### src/rtl/bcm_readout_sequencer_if.sv
// bcm_readout_sequencer_if: readout stream handshake.
// Signals: tdata (32b word), tvalid, tready, tlast.
// Modports: master (sequencer drives data), slave (consumer drives tready).
interface bcm_readout_sequencer_if;
    logic [31:0] tdata;
    logic        tvalid;
    logic        tready;
    logic        tlast;
    modport master (output tdata, tvalid, tlast, input tready);
    modport slave  (input tdata, tvalid, tlast, output tready);
endinterface

### src/rtl/bcm_readout_sequencer.sv
// bcm_readout_sequencer: arms an acquisition, waits for it to finish, then reads every sample out as a stream.
// Ports: sysClk/sysReset_n (async active-low); start, acqCount, passCount (request);
//        sysCsrStrobe, sysAddrStrobe, GPIO_OUT, sysStatusReg, sysReadoutReg (acquisition block);
//        m (stream master modport); busy, done, timeout (status).
// Optional: define BCM_SEQ_TIMEOUT_EN to add a WAIT_DONE watchdog (TIMEOUT_CYCLES) and the sticky timeout flag.
module bcm_readout_sequencer #(
    parameter int CHANNEL_COUNT         = 4,
    parameter int AXI_SAMPLES_PER_CLOCK = 2,
    parameter int DPRAM_ADDRESS_WIDTH   = 10,
    parameter int PASS_COUNT_WIDTH      = 5,
    parameter int SETTLE_CYCLES         = 8
`ifdef BCM_SEQ_TIMEOUT_EN
    ,
    parameter int unsigned TIMEOUT_CYCLES = 125000000
`endif
) (
    input  logic                           sysClk,
    input  logic                           sysReset_n,
    input  logic                           start,
    input  logic [DPRAM_ADDRESS_WIDTH-1:0] acqCount,
    input  logic [PASS_COUNT_WIDTH-1:0]    passCount,
    output logic                           sysCsrStrobe,
    output logic                           sysAddrStrobe,
    output logic [31:0]                    GPIO_OUT,
    input  logic [31:0]                    sysStatusReg,
    input  logic [31:0]                    sysReadoutReg,
    bcm_readout_sequencer_if.master        m,
    output logic                           busy,
    output logic                           done,
    output logic                           timeout
);
    localparam int AW = DPRAM_ADDRESS_WIDTH;
    localparam int CW = CHANNEL_COUNT > 1 ? $clog2(CHANNEL_COUNT) : 1;
    localparam int SW = AXI_SAMPLES_PER_CLOCK > 1 ? $clog2(AXI_SAMPLES_PER_CLOCK) : 1;
    localparam int SB = $clog2(AXI_SAMPLES_PER_CLOCK);

    typedef enum logic [2:0] {IDLE, ARM, WAIT_ACTIVE, WAIT_DONE, ADDR, SETTLE, PUSH, FINISH} state_t;

    state_t                  state_q, state_d;
    logic [AW-1:0]           acq_q, acq_d, addr_q, addr_d;
    logic [PASS_COUNT_WIDTH-1:0] pass_q, pass_d;
    logic [CW-1:0]           ch_q, ch_d;
    logic [SW-1:0]           smp_q, smp_d;
    logic [31:0]             cnt_q, cnt_d;
    logic [31:0]             tdata_q, tdata_d;
    logic                    tvalid_q, tvalid_d, tlast_q, tlast_d;
    logic                    is_last;
    logic                    unused_status;
`ifdef BCM_SEQ_TIMEOUT_EN
    logic                    timeout_q, timeout_d;
`endif

    assign unused_status = ^sysStatusReg[30:0];
    assign is_last = addr_q == acq_q && ch_q == CW'(CHANNEL_COUNT - 1) && smp_q == SW'(AXI_SAMPLES_PER_CLOCK - 1);
    // One counter serves WAIT_ACTIVE, SETTLE and the watchdog: it restarts on every state change.
    assign cnt_d = (state_d != state_q) ? 32'd0 : cnt_q + 32'd1;

    always_comb begin
        state_d       = state_q;
        acq_d         = acq_q;
        pass_d        = pass_q;
        addr_d        = addr_q;
        ch_d          = ch_q;
        smp_d         = smp_q;
        tdata_d       = tdata_q;
        tvalid_d      = tvalid_q;
        tlast_d       = tlast_q;
        sysCsrStrobe  = 1'b0;
        sysAddrStrobe = 1'b0;
        GPIO_OUT      = 32'd0;
`ifdef BCM_SEQ_TIMEOUT_EN
        timeout_d     = timeout_q;
`endif
        case (state_q)
            IDLE: if (start) begin
                acq_d   = acqCount;
                pass_d  = passCount;
                addr_d  = '0;
                ch_d    = '0;
                smp_d   = '0;
                state_d = ARM;
`ifdef BCM_SEQ_TIMEOUT_EN
                timeout_d = 1'b0;
`endif
            end
            ARM: begin
                sysCsrStrobe = 1'b1;
                GPIO_OUT     = 32'h8000_0000 | (32'(pass_q) << AW) | 32'(acq_q);
                state_d      = WAIT_ACTIVE;
            end
            WAIT_ACTIVE: if (sysStatusReg[31] || cnt_q == 32'd3) state_d = WAIT_DONE;
            WAIT_DONE: begin
                if (!sysStatusReg[31]) state_d = ADDR;
`ifdef BCM_SEQ_TIMEOUT_EN
                else if (cnt_q == TIMEOUT_CYCLES - 1) begin
                    // Disarm the acquisition block and abandon the readout.
                    sysCsrStrobe = 1'b1;
                    timeout_d    = 1'b1;
                    state_d      = FINISH;
                end
`endif
            end
            ADDR: begin
                sysAddrStrobe = 1'b1;
                GPIO_OUT      = (32'(ch_q) << 24) | (32'(addr_q) << SB) | 32'(smp_q);
                state_d       = SETTLE;
            end
            SETTLE: if (cnt_q == 32'(SETTLE_CYCLES - 1)) begin
                tdata_d  = sysReadoutReg;
                tvalid_d = 1'b1;
                tlast_d  = is_last;
                state_d  = PUSH;
            end
            PUSH: if (m.tready) begin
                tvalid_d = 1'b0;
                tlast_d  = 1'b0;
                state_d  = is_last ? FINISH : ADDR;
                if (smp_q == SW'(AXI_SAMPLES_PER_CLOCK - 1)) begin
                    smp_d = '0;
                    if (ch_q == CW'(CHANNEL_COUNT - 1)) begin
                        ch_d   = '0;
                        addr_d = addr_q + 1'b1;
                    end else ch_d = ch_q + 1'b1;
                end else smp_d = smp_q + 1'b1;
            end
            FINISH: state_d = IDLE;
            default: state_d = IDLE;
        endcase
    end

    always_ff @(posedge sysClk or negedge sysReset_n) begin
        if (!sysReset_n) begin
            state_q  <= IDLE;
            acq_q    <= '0;
            pass_q   <= '0;
            addr_q   <= '0;
            ch_q     <= '0;
            smp_q    <= '0;
            cnt_q    <= '0;
            tdata_q  <= '0;
            tvalid_q <= 1'b0;
            tlast_q  <= 1'b0;
`ifdef BCM_SEQ_TIMEOUT_EN
            timeout_q <= 1'b0;
`endif
        end else begin
            state_q  <= state_d;
            acq_q    <= acq_d;
            pass_q   <= pass_d;
            addr_q   <= addr_d;
            ch_q     <= ch_d;
            smp_q    <= smp_d;
            cnt_q    <= cnt_d;
            tdata_q  <= tdata_d;
            tvalid_q <= tvalid_d;
            tlast_q  <= tlast_d;
`ifdef BCM_SEQ_TIMEOUT_EN
            timeout_q <= timeout_d;
`endif
        end
    end

    assign m.tdata  = tdata_q;
    assign m.tvalid = tvalid_q;
    assign m.tlast  = tlast_q;
    assign busy     = state_q != IDLE;
    assign done     = state_q == FINISH;
`ifdef BCM_SEQ_TIMEOUT_EN
    assign timeout  = timeout_q;
`else
    assign timeout  = 1'b0;
`endif
endmodule

### src/flat_wrapper.sv
// flat-port wrapper written by rule: the top's interface ports become plain ports
module bcm_readout_sequencer_flat 
#(
    parameter int CHANNEL_COUNT         = 4,
    parameter int AXI_SAMPLES_PER_CLOCK = 2,
    parameter int DPRAM_ADDRESS_WIDTH   = 10,
    parameter int PASS_COUNT_WIDTH      = 5,
    parameter int SETTLE_CYCLES         = 8

)
  (sysClk, sysReset_n, start, acqCount, passCount, sysCsrStrobe, sysAddrStrobe, GPIO_OUT, sysStatusReg, sysReadoutReg, busy, done, timeout, m_tdata, m_tvalid, m_tlast, m_tready);
  bcm_readout_sequencer_if m_i ();
  input  logic sysClk;
  input  logic sysReset_n;
  input  logic start;
  input  logic [DPRAM_ADDRESS_WIDTH-1:0] acqCount;
  input  logic [PASS_COUNT_WIDTH-1:0] passCount;
  output logic sysCsrStrobe;
  output logic sysAddrStrobe;
  output logic [31:0] GPIO_OUT;
  input  logic [31:0] sysStatusReg;
  input  logic [31:0] sysReadoutReg;
  output logic busy;
  output logic done;
  output logic timeout;
  output wire logic [$bits(m_i.tdata)-1:0] m_tdata;
  output wire logic [$bits(m_i.tvalid)-1:0] m_tvalid;
  output wire logic [$bits(m_i.tlast)-1:0] m_tlast;
  input wire logic [$bits(m_i.tready)-1:0] m_tready;
  assign m_tdata = m_i.tdata;
  assign m_tvalid = m_i.tvalid;
  assign m_tlast = m_i.tlast;
  assign m_i.tready = m_tready;
  bcm_readout_sequencer #(.CHANNEL_COUNT(CHANNEL_COUNT), .AXI_SAMPLES_PER_CLOCK(AXI_SAMPLES_PER_CLOCK), .DPRAM_ADDRESS_WIDTH(DPRAM_ADDRESS_WIDTH), .PASS_COUNT_WIDTH(PASS_COUNT_WIDTH), .SETTLE_CYCLES(SETTLE_CYCLES)) u_core (.sysClk(sysClk), .sysReset_n(sysReset_n), .start(start), .acqCount(acqCount), .passCount(passCount), .sysCsrStrobe(sysCsrStrobe), .sysAddrStrobe(sysAddrStrobe), .GPIO_OUT(GPIO_OUT), .sysStatusReg(sysStatusReg), .sysReadoutReg(sysReadoutReg), .m(m_i), .busy(busy), .done(done), .timeout(timeout));
endmodule
### config.mk
export PLATFORM = sky130hd
export DESIGN_NAME = bcm_readout_sequencer_flat
export DESIGN_NICKNAME = d
export VERILOG_FILES = /design/src/rtl/bcm_readout_sequencer_if.sv /design/src/rtl/bcm_readout_sequencer.sv /design/src/flat_wrapper.sv
export SDC_FILE = /design/constraint.sdc
export NUM_CORES = 1
export LEC_CHECK = 0
export ABC_AREA = 1
export CORE_MARGIN = 5
export CORE_UTILIZATION = 33
export CTS_BUF_LIST = sky130_fd_sc_hd__clkbuf_16
export CTS_CLUSTER_DIAMETER = 150
export DETAILED_ROUTE_END_ITERATION = 8
export PLACE_DENSITY = 0.61
export SYNTH_ARGS = -nofsm -noshare
export SYNTH_HDL_FRONTEND = slang
export SYNTH_SLANG_ARGS = --single-unit
### constraint.sdc
create_clock -name sysClk -period 3.86 [get_ports sysClk]
set_input_delay 1.158 -clock sysClk [delete_from_list [all_inputs] [get_ports sysClk]]
set_output_delay 1.158 -clock sysClk [all_outputs]
set_load 0.05 [all_outputs]
==> results_dict.tcl, run 1 <==
set metrics [dict create \
    status "complete, no violations" \
    dp_cells 977 \
    r2r_slack_ns 1.12 \
    fin_cells 993 \
    min_to "u_core.cnt_q[0]" \
    hold_path_depth 1 \
    ioPinCount 154 \
    post-route-min-period_ns 3.58 \
    fmax_mhz 279 \
    yosysSeqAreaShare 0.469 \
    grt_pass1_vias 4397 \
    setup_viol 0 \
    finClkSkew_ns 0.00894 \
    syn_area_um2 5170 \
    wl_per_cell_um 13.0 \
    p_leak_nw 3.18 \
    drtIter0Drc 260 \
    setup_slack_ns 0.279 \
    cts_buffer_depth 2 \
    hold_path.startpoint "u_core.cnt_q[0]" \
    syn2layout_area_growth_pct 30.7 \
    hold_path.class "reg2reg" \
    finalCritPeriodShare 0.928 \
    portBuffers 107 \
    cts_root_buf "clkbuf_16" \
    final_nets 863 \
    pre_cts_ws_ns 0.445 \
    die_area_um2 18300 \
    grt_first_pass_wirelength_um 21500 \
    vias 4442 \
    via_per_inst 4.47 \
    syn_area_per_cell_um2 7.70 \
    stdcell_area_um2 6760 \
    yosys_warnings 0 \
    htree_levels 3 \
    synth_edf_count 0 \
    gp_congestion 0.865 \
    reg2reg_to "u_core.m.tlast" \
    rsz0062_at_grt "false" \
    cts_tree "done" \
    holdWs_ns 0.471 \
    postPlaceCellArea_um2 6400 \
    clock_sinks 97 \
    worst_pin_slew_ns 0.946 \
    ys_types 35 \
    synth_area_leaders "dfrtp_1, nand2_1, nor2_1" \
    max_slew_margin 0.365 \
    post-cts-setup-buffer-count 0 \
    async_reset_ff_frac 1.00 \
    finalWirelength_um 12900 \
    start_kind "flip-flop" \
    finalMaxSlewViolations 0 \
    synth_seq_cells 97 \
    clkTransAtPathRegs_ns 0.07 \
    grtUsageTotal 0.147 \
    timing.rr.start "u_core.cnt_q[0]" \
    start_util 0.338 \
    grt_overflow 0 \
    drt-pass1-iter-count 4 \
    die-height_um 135 \
    drive_gt1_frac 0.0652 \
    cap_violations 0 \
    core_um2 15300 \
    yosysTopAreaCellShare 0.469 \
    end_kind "output port" \
    yosys.area.top_type "dfrtp_1" \
    grt_max_degree 51 \
    cts_hold_buffers 0 \
    yosysMostFrequentCell "nand2_1" \
    power_mw 3.62 \
    cp-startpoint "u_core.state_q[0]" \
    cts_buffers 9 \
    ctsResizeCount 0 \
    ant_nets 0 \
    path_max_fanout 13 \
    clock_latency_ns 0.36 \
    peakVddDrop_mv 0.240 \
    reg2reg_depth 10 \
    hold_viol 0 \
    p_per_area_nw_per_um2 536 \
    drc 0 \
    num_antenna_cells 0 \
    critical_path_required_ns 2.70 \
    synth_common_cells "nand2_1, dfrtp_1, nor2_1" \
    synthCells 672 \
    antenna_found_initial 0 \
    dp_hpwl_um 9570 \
    cp.arrival_ns 2.42 \
    utilization 0.442 \
    ys.flop_type "dfrtp_1" \
    num_rows 45 \
    critPathKind "reg2out" \
    tns_ns 0 \
    die_x_um 135 \
]
==> cell type report <==
cell class | count | area, um^2
clock buffer | 9 | 225
clock inverter | 7 | 95.1
fill | 1571 | 8550
inverter | 70 | 263
multi-input combinational | 488 | 2330
sequential | 97 | 2430
tap | 211 | 264
timing repair buffer | 111 | 1160
==> cell usage in the layout, fill, tap and decap left out, types with 3 or more instances in the layout <==
| master | count |
|---|---|
| xor2_1 | 21 |
| clkbuf_16 | 9 |
| nand2_1 | 220 |
| nor2_1 | 79 |
| dlymetal6s2s_1 | 15 |
| o21ai_0 | 27 |
| xnor2_1 | 8 |
| dfrtp_1 | 97 |
| nand2_4 | 3 |
| a21oi_1 | 8 |
| nor3_4 | 3 |
| nor3_1 | 25 |
| ha_1 | 3 |
| o22ai_1 | 10 |
| inv_2 | 5 |
| nand3_1 | 18 |
| nor2_2 | 13 |
| buf_4 | 3 |
| clkdlybuf4s50_1 | 91 |
| nor4_1 | 6 |
| nand4_1 | 15 |
| conb_1 | 15 |
| inv_1 | 64 |
==> worst max path at each step <==
stage	end	slack, ns	cells after the start
finish	GPIO_OUT[25]	0.28	6
detailed placement	GPIO_OUT[9]	0.45	5
CTS	GPIO_OUT[9]	0.02	5
floorplan	GPIO_OUT[10]	0.03	6
global placement	GPIO_OUT[6]	0.46	5
global route	GPIO_OUT[25]	0.07	6
==> flip-flops by register name (all words and copies together) (netlist names) <==
signal           cells
u_core.cnt_q        32
u_core.m.tdata      32
u_core.acq_q        10
u_core.addr_q       10
u_core.pass_q        5
u_core.state_q       3
u_core.ch_q          2
u_core.m.tlast       1
u_core.m.tvalid      1
u_core.smp_q         1
==> routing by layer <==
| metal | part of all wire | global-route usage | wire length [um] | vias up |
|---|---|---|---|---|
| li1 | - | - | - | 2297 |
| met1 | 0.46 | 0.186 | 5930 | 2015 |
| met2 | 0.46 | 0.241 | 5950 | 115 |
| met3 | 0.064 | 0.0479 | 828 | 15 |
| met4 | 0.015 | 0.0409 | 196 | 0 |
| met5 | 0 | 0 | 0 | - |
==> cell families after synthesis <==
| group | Yosys count | synth area share |
|---|---|---|
| flip-flops | 97 | 0.469 |
| adder cells (fa/ha/maj) | 3 | 0.00726 |
| AND/OR/NAND/NOR | 391 | 0.329 |
| buffers and inverters | 101 | 0.0924 |
| other | 1 | 0.000725 |
| AO/OA/AOI/OAI | 50 | 0.0525 |
| XOR/XNOR | 29 | 0.0491 |
==> worst max-delay path: stages (launching register included) <==
cell	delay, ns
dfrtp_1	0.48
inv_2	0.13
nand2_1	0.10
nor2_1	0.14
inv_1	0.24
nor2_1	0.16
clkdlybuf4s50_1	0.82
==> where the power goes <==
| part | internal, mW | switching (mW) | total (mW) |
|---|---|---|---|
| Combinational | 0.426 | 0.966 | 1.39 |
| Clock | 0.522 | 0.447 | 0.970 |
| Sequential | 1.16 | 0.107 | 1.26 |
| Total | 2.10 | 1.52 | 3.62 |
Power figures use the tool's default switching activity.
==> inputs of run 2 (changes only) <==
--- a/config.mk
+++ b/config.mk
@@ -11,7 +11,7 @@
 export CTS_BUF_LIST = sky130_fd_sc_hd__clkbuf_16
 export CTS_CLUSTER_DIAMETER = 150
 export DETAILED_ROUTE_END_ITERATION = 8
-export PLACE_DENSITY = 0.61
+export SKIP_LAST_GASP = 1
 export SYNTH_ARGS = -nofsm -noshare
 export SYNTH_HDL_FRONTEND = slang
 export SYNTH_SLANG_ARGS = --single-unit
==> run 2 against run 1 <==
  * Final cell count grew 0.10%
  * Clock power shrank 0.4%
  * Design area shrank 0.22%
  * Critical endpoint is now GPIO_OUT[4]
  * First-iteration DRC count shrank 19%
  * Highest routed layer unchanged
==> results_dict.tcl, run 2 (synthesis gave the netlist of run 1 again) <==
set metrics [dict create \
    worst_pin_slew_ns 0.892 \
    wl_per_cell_um 13.0 \
    hold_path.class "reg2reg" \
    grt_max_degree 71 \
    die_area_um2 18300 \
    ant_nets 0 \
    end_kind "output port" \
    num_antenna_cells 0 \
    die_x_um 135 \
    dp_hpwl_um 9830 \
    grt_pass1_vias 4309 \
    cp_cell_sequence "inv_2 -> nor3_2 -> inv_1 -> o22ai_1 -> clkdlybuf4s50_1" \
    clock_latency_ns 0.35 \
    cts_root_buf "clkbuf_16" \
    drive_gt1_frac 0.0651 \
    cpPeakStageDelay_ns 0.83 \
    rsz0062_at_grt "false" \
    syn2layout_area_growth_pct 30.4 \
    cp.arrival_ns 2.56 \
    finalWirelength_um 12900 \
    drc 0 \
    antenna_found_initial 0 \
    tns_ns 0 \
    final_cell_mix "nand2_1, clkdlybuf4s50_1, dfrtp_1, nor2_1, inv_1" \
    num_rows 45 \
    post-cts-setup-buffer-count 0 \
    vias 4499 \
    p_per_area_nw_per_um2 535 \
    grtUsageTotal 0.146 \
    finalCritPeriodShare 0.963 \
    postPlaceCellArea_um2 6410 \
    stdcell_area_um2 6750 \
    grt_first_pass_wirelength_um 21300 \
    cts_buffers 9 \
    fmax_mhz 269 \
    p_leak_nw 3.08 \
    cts_buffer_depth 2 \
    status "complete, no violations" \
    ioPinCount 154 \
    die-height_um 135 \
    r2r_slack_ns 1.46 \
    setup_viol 0 \
    peakVddDrop_mv 0.271 \
    start_util 0.338 \
    final_common_cell "nand2_1" \
    max_slew_margin 0.405 \
    grt_overflow 0 \
    path_max_fanout 14 \
    critical_path_required_ns 2.70 \
    final_nets 865 \
    cap_violations 0 \
    hold_viol 0 \
    drtIter0Drc 210 \
    post-route-min-period_ns 3.72 \
    portBuffers 107 \
    start_kind "flip-flop" \
    via_per_inst 4.53 \
    critPathKind "reg2out" \
    htree_levels 3 \
    core_um2 15300 \
    cts_tree "done" \
    finClkSkew_ns 0.0138 \
    clock_sinks 97 \
    drt-pass1-iter-count 5 \
    slowest_stage "clkdlybuf4s50_1" \
    finalMaxSlewViolations 0 \
    gp_congestion 0.878 \
    clkTransAtPathRegs_ns 0.07 \
]
run 2: per-layer routing:
layer	GRT usage	wire length (um)
met5	0	0
met3	0.0334	801
met1	0.190	5820
met2	0.233	6030
met4	0.0644	268
run 2: area by class of cell:
type                            count  area, um^2
Clock buffer                        9         225
Inverter                           70         263
Sequential cell                    97        2430
Fill cell                        1594        8570
Timing Repair Buffer              113        1150
Multi-Input combinational cell    488        2330
Tap cell                          211         264
Clock inverter                      6        92.6
run 2: worst paths after layout:
kind | from | endpoint | cells after the start
worst min register to register | u_core.cnt_q[0] | u_core.cnt_q[0] | 1
worst max register to register | u_core.state_q[1] | u_core.cnt_q[15] | 11
worst max-delay path | u_core.state_q[0] | GPIO_OUT[4] | 5
min in group asynchronous | sysReset_n | u_core.m.tdata[22] | 1
worst min-delay path | u_core.cnt_q[0] | u_core.cnt_q[0] | 1
max in group asynchronous | sysReset_n | u_core.m.tdata[10] | 2
run 2: critical path, delay by kind of cell, from the launching register on:
family | cells | cell delay [ns]
compound gates | 1 | 0.20
simple gates | 1 | 0.25
flops | 1 | 0.51
buf+inv | 3 | 1.24
run 2: report_power, final:
part | switching, mW | internal [mW] | leakage, nW
sequential | 0.108 | 1.16 | 1.15
clock | 0.396 | 0.570 | 0.159
combinational | 0.953 | 0.427 | 1.77
run 2: per-stage QoR:
step | std cells | setup slack [ns] | power, mW | hold WS (ns) | util
4_1_cts | 994 | 0.0689 | 3.66 | 0.465 | 0.439
5_1_grt | 994 | 0.00205 | 3.84 | 0.486 | 0.441
3_3_place_gp | 979 | 0.464 | 2.68 | 0.453 | 0.418
3_5_place_dp | 979 | 0.480 | 2.68 | 0.456 | 0.418
6_report | 994 | 0.143 | 3.61 | 0.458 | 0.441
2_1_floorplan | 686 | 0.0271 | 2.31 | 0.433 | -
run 2: repair_timing:
| item | in CTS | in global routing |
|---|---|---|
| endpoints found under the setup margin | 0 | 9 |
| resized for setup | 0 | 9 |
| hold buffers | 0 | 0 |
